<file path="src/rtl/adc_osr_accumulator.sv">
// Oversampling accumulator behind the 12-bit SAR ADC: sums 1/4/16/64/256 samples
// and emits a left-aligned 16-bit result plus a completion strobe.
module adc_osr_accumulator (
    input  logic        data_valid_strobe,
    input  logic        rst_n,
    input  logic [2:0]  osr_mode_in,
    input  logic [11:0] data_in,
    output logic [15:0] data_out,
    output logic        conversion_finished_strobe_out
);

    logic [19:0] acc;
    logic [7:0]  cnt;
    logic [2:0]  mode_q;

    logic [2:0]  mode_eff;
    logic [7:0]  cnt_last;
    logic [19:0] sum;
    logic [15:0] norm;

    // Mode is only sampled at a conversion boundary; codes 5-7 fold to mode 0.
    always_comb begin
        mode_eff = (cnt == 8'd0) ? osr_mode_in : mode_q;
        if (mode_eff > 3'd4)
            mode_eff = 3'd0;
    end

    assign sum = acc + {8'd0, data_in};

    always_comb begin
        cnt_last = 8'd0;
        norm     = {sum[11:0], 4'b0000};
        case (mode_eff)
            3'd1: begin cnt_last = 8'd3;   norm = {sum[13:0], 2'b00}; end
            3'd2: begin cnt_last = 8'd15;  norm = sum[15:0];          end
            3'd3: begin cnt_last = 8'd63;  norm = sum[17:2];          end
            3'd4: begin cnt_last = 8'd255; norm = sum[19:4];          end
            default: begin cnt_last = 8'd0; norm = {sum[11:0], 4'b0000}; end
        endcase
    end

    always_ff @(posedge data_valid_strobe or negedge rst_n) begin
        if (!rst_n) begin
            acc                            <= '0;
            cnt                            <= '0;
            mode_q                         <= '0;
            data_out                       <= '0;
            conversion_finished_strobe_out <= 1'b0;
        end else begin
            if (cnt == 8'd0)
                mode_q <= mode_eff;
            if (cnt == cnt_last) begin
                data_out                       <= norm;
                conversion_finished_strobe_out <= 1'b1;
                acc                            <= '0;
                cnt                            <= '0;
            end else begin
                acc                            <= sum;
                cnt                            <= cnt + 8'd1;
                conversion_finished_strobe_out <= 1'b0;
            end
        end
    end

endmodule

</file>
<file path="config.mk">
export PLATFORM = sky130hd
export DESIGN_NAME = adc_osr_accumulator
export DESIGN_NICKNAME = d
export VERILOG_FILES = /design/src/rtl/adc_osr_accumulator.sv
export SDC_FILE = /design/constraint.sdc
export NUM_CORES = 1
export LEC_CHECK = 0
export CAP_MARGIN = 20
export CORE_ASPECT_RATIO = 1.1
export CORE_UTILIZATION = 25
export CTS_CLUSTER_SIZE = 16
export DETAILED_ROUTE_END_ITERATION = 8
export SLEW_MARGIN = 20
export SYNTH_ARGS = -nofsm -noshare
export SYNTH_HDL_FRONTEND = slang
export SYNTH_SLANG_ARGS = --single-unit
</file>
<file path="constraint.sdc">
create_clock -name data_valid_strobe -period 3.4 [get_ports data_valid_strobe]
set_input_delay 0.34 -clock data_valid_strobe [delete_from_list [all_inputs] [get_ports data_valid_strobe]]
set_output_delay 0.34 -clock data_valid_strobe [all_outputs]
set_load 0.03 [all_outputs]
</file>
-- Word-level counts from Yosys, hierarchy flattened
Index checks and enable logic that the tools add are counted.
- flip-flop bits (word level): 48
- input port bits: 17
- logic and storage cells: 21
- add/subtract/negate cells: 2
- $lt $le $gt $ge: 1
- equal/unequal tests: 5
- multiplexer cells: 7
- reductions and logical operators: 1
- operators by type and width (kind ; number):
    16-bit case mux with 4 select lines ; 1
    8-bit case mux with 4 select lines ; 1
    20-bit by 12-bit adder with 20-bit output ; 1
    20-bit 2-to-1 mux ; 1
    8-bit by 1-bit adder with 8-bit output, second input constant ; 1
    8-bit equality test ; 1
    8-bit zero test ; 1
    8-bit 2-to-1 mux ; 1
    3-bit by 2-bit equality test with 1-bit output, second input constant ; 2
    3-bit 2-to-1 mux ; 2
    3-bit by 1-bit equality test with 1-bit output, second input constant ; 1
    3-bit equality test, second input constant ; 1
    3-bit > comparator, second input constant ; 1
    1-bit 2-to-1 mux ; 1

-- Longest topological paths before layout
- depth in word-level cells: 8
- depth in mapped cells: 12
- depth with buffers taken out: 10

-- Least setup slack after synthesis
Ideal clock, no wire load.
- path type: input -> register
- start point: input data_in[0]
- end point: register data_out[6]
- data arrival time: 2.493 ns
- setup slack: 0.782 ns
- stages: 10
- path buffers: 0
- cells stage by stage: ha_1 -> fa_1 -> a211oi_1 -> o31ai_1 -> a21o_1 -> a21oi_1 -> xor2_1 -> o221a_2 -> a21oi_1 -> mux2_2
- word-level cells in the longest chain between the ends: 2
- ends and longest elaborated chain (element ; RTL line ; text):
    from (decl) ; 7 ; input logic [11:0] data_in,
    20-bit by 12-bit adder with 20-bit output ; 28 ; assign sum = acc + {8'd0, data_in};
    16-bit case mux with 4 select lines ; 33 ; case (mode_eff)
    to (signal assigned) ; 53 ; data_out <= norm;
    to (decl) ; 8 ; output logic [15:0] data_out,
Every way passes these cells.
A chain may end at the register's enable or synchronous reset.

-- Worst setup path after layout
- start point: register cnt[4]
- end point: register data_out[6]
- word-level cells in the longest chain between the ends: 7
- elaborated cells on any way between the ends: 11
- those cells by class: order compare (1); eq/ne (5); mux (4); reduce/logical (1)
- ends and longest elaborated chain (element ; RTL line ; text):
    from (decl) ; 13 ; logic [7:0] cnt;
    from (signal assigned) ; 59 ; cnt <= cnt + 8'd1;
    8-bit zero test ; 23 ; mode_eff = (cnt == 8'd0) ? osr_mode_in : mode_q;
    3-bit 2-to-1 mux ; 23 ;
    3-bit > comparator ; 24 ; if (mode_eff > 3'd4)
    3-bit 2-to-1 mux ; 24 ;
    3-bit equality test (tied with other cells) ; 33 ;
    8-bit case mux with 4 select lines ; 33 ;
    8-bit equality test ; 52 ; if (cnt == cnt_last) begin
Several ways; a longest one is shown, not always the timed one.

==> summary.txt <==
Outcome
  • Status: finished, final reports clean

Setup path
  • CP top delay family: simple AND/OR/NAND/NOR gates
  • Crit path DAT: 3.17 ns
  • CP required: 3.57 ns
  • Crit path max fanout: 50
  • Worst setup EP type: flop
  • CP cell instances: nor4_2 -> nand3_1 -> buf_4 -> mux2_2 -> nand3_1 -> a221oi_4 -> buf_12 -> mux2_2
  • Worst Setup SP: cnt[4]$_DFF_PN0_
  • Critical setup path kind: flop to flop
  • Worst Path Buf+Inv: 2
  • R2r startpoint: cnt[4]$_DFF_PN0_
  • CP Launch Type: flop
  • Largest stage delay, worst path: 0.43 ns
  • Crit-path slowest cell: dfrtp_1

Timing
  • PnR worst setup slack: 0.407 ns
  • Fin crit share: 88.0%
  • Worst slew pin tran: 1.07 ns
  • Final hold violation count: 0
  • Endpoints failing setup: 0
  • Slew Viols, Final: 0
  • RSZ-0062 raised after global routing: no
  • Fmax: 334 MHz
  • TNS Setup: 0 ns
  • Max-slew headroom: 28.0%
  • Skew final: 0.00470 ns
  • Minimum clock period: 2.99 ns

Synthesis
  • Compound-gate portion of the synthesized area: 23.3%
  • Sequential share of the synthesized area: 38.1%
  • Synth Area in XOR/XNOR: 6.67%
  • Synth Register Bits: 48
  • Primary FF master, synth: dfrtp_1
  • Syn_area_per_cell: 8.93 sq um
  • EDFF count, synth: 0
  • Largest family of logic cells by synthesized area: compound AO/OA/AOI/OAI gates
  • Syn Nets: 385
  • Cell count after synthesis: 353
  • Library cells used by synthesis: 59
  • Mapped Area: 3150 sq um
  • Mux cell area share after synthesis: 3.13%
  • Ys async rst share: 100%
  • Ys Warns: 0
  • Post-Synth Adder-Cell Area: 6.19%
  • Simple-gate share of the synthesized area: 18.5%

CTS
  • Clock transition at the registers of the reported paths: 0.07 ns
  • Max clock buf depth: 2
  • Hold_buf cts: 0
  • TritonCTS clock tree: done
  • Total number of H-tree levels: 2
  • Clock Sinks: 48
  • Clock latency on the worst-skew pair: 0.29 ns
  • CTS resizes: 0
  • Postcts setup bufs: 0
  • Number of buffers created by CTS: 5
  • Clock root buffer: clkbuf_16

Placement
  • Pre-CTS WS: 0.184 ns
  • Detailed placement HPWL: 6230 microns
  • Port buffer count: 33
  • Placer Congestion: 0.887

Cells and area
  • Layout cells sized above 1: 9.41%
  • Most frequent cells in the layout: dfrtp_1 (48), nor2_1 (44), clkdlybuf4s50_1 (32)
  • N_diodes: 0
  • Most common cell after layout, fill and taps aside: dfrtp_1
  • Area grow syn2layout: 23.7%
  • Fill count: 1249
  • Nets: 424

Detailed routing
  • ANT nets after route: 0
  • Total number of vias: 2868
  • Routed WL per cell: 15.8 microns
  • First DRT Iteration DRCs: 269
  • DRC: 0
  • Vias per inst: 5.24
  • Initial DRT Pass Iterations: 4
  • Total Wirelength: 8620 microns

Global route
  • Initial antenna violation count: 0
  • GR Util All Layers: 13.9%
  • Global-route wire length before repair: 14300 microns
  • GRT overflow: 0
  • Largest net degree at the start of global routing: 51
  • Vias in the first global route: 2981

Floorplanning
  • Num ports: 34
  • Site Rows: 42
  • Die span in x: 109 microns
  • Starting Density: 26.0%
  • Die Ht: 120 microns
  • Die ar.: 13100 sq um
  • Std-Cell Core Area: 12100 sq um

Power and ir drop
  • LEAKAGE: 0.00163 uW
  • VDD IR max: 0.000387 V
  • Pwr Density: 783 nW/um^2

Worst hold path
  • HP Class: primary input to asynchronous set/reset pin

Run
  • Max-cap check violation count: 0
sequential cells by signal, indices dropped and copies added, names as in the netlist:
signal,flops
data_out,16
cnt,8
conversion_finished_strobe_out,1
acc,20
mode_q,3
metal layers:
metal | wire length (microns) | vias to the layer above | global-route usage, %
met3 | 312 | 17 | 2.01
met5 | 0 | - | 0
li1 | - | 1368 | -
met1 | 3910 | 1420 | 17.7
met4 | 217 | 0 | 5.66
met2 | 4180 | 63 | 23.3
report_power, final:
| group | internal [uW] | switching, uW | total [uW] |
|---|---|---|---|
| Combinational | 703 | 1010 | 1710 |
| Sequential | 696 | 83.6 | 780 |
| Clock | 346 | 220 | 565 |
| Total | 1740 | 1310 | 3050 |
area by class of cell:
type                    count  area (sq um)  area share, %
clock buffers               5           125           3.21
clock inverters             3          42.5           1.09
inverters                  12          45.0           1.16
multi-input cells         276          1830           47.0
flip-flops and latches     48          1200           30.8
well taps                 154           193           4.94
repair buffers             49           458           11.7
Yosys cell counts, types with 4 or more instances:
library cell / instances / area share, %
nand3_1: 15 / 2.4
nand2b_1: 4 / 0.79
o22ai_1: 6 / 1.2
mux2_2: 4 / 1.4
nand2_1: 24 / 2.9
a211oi_1: 4 / 0.95
clkbuf_1: 10 / 1.2
a21o_1: 7 / 1.7
nor2b_1: 12 / 2.4
mux2i_1: 4 / 1.3
nand4_1: 5 / 0.99
buf_2: 4 / 0.63
o211ai_1: 5 / 1.2
o221ai_1: 4 / 1.1
ha_1: 14 / 5.6
inv_1: 12 / 1.4
xor2_1: 11 / 3.1
dfrtp_1: 48 / 38
o21ai_1: 7 / 1.1
o21ai_0: 15 / 2.4
nor2_1: 44 / 5.2
o21a_1: 4 / 0.95
xnor2_1: 13 / 3.6
a222oi_1: 4 / 1.3
a21oi_1: 25 / 4.0
worst register-to-register path, delay by kind of cell, from the launching register on:
family | cells | cell delay (ns)
AO/OA/AOI/OAI | 1 | 0.35
AND/OR/NAND/NOR | 3 | 0.80
buffers and inverters | 2 | 0.54
multiplexers | 2 | 0.75
flip-flops | 1 | 0.43
logic make-up after synthesis:
family          count (synthesis)
buf+inv                        29
compound gates                107
xor+xnor                       24
fa+ha+maj                      15
flops                          48
mux                             9
simple gates                  121
per-stage QoR:
stage          instance area (sq um)  instances  total power (uW)  util, %  hold WS, ns
6_report                        3900        547              3050     32.1       0.0990
5_1_grt                         3900        547              3280     32.1        0.156
2_1_floorplan                   3150        353              1900        -       0.0444
4_1_cts                         3900        547              3040     32.1        0.143
3_3_place_gp                    3730        539              2430     30.7        0.436
3_5_place_dp                    3730        539              2460     30.7        0.457
path summary, 6_finish.rpt:
kind | to | slack, ns | depth (start not counted)
worst max-delay path | data_out[6]$_DFFE_PN0N_ | 0.41 | 8
worst min-delay path | acc[11]$_DFF_PN0_ | 0.1 | 1
worst max register to register | data_out[6]$_DFFE_PN0N_ | 0.41 | 8
worst min register to register | cnt[3]$_DFF_PN0_ | 0.49 | 1
max in group asynchronous | data_out[4]$_DFFE_PN0N_ | 2.56 | 2
min in group data_valid_strobe | cnt[3]$_DFF_PN0_ | 0.49 | 1
Power figures use the tool's default switching activity.
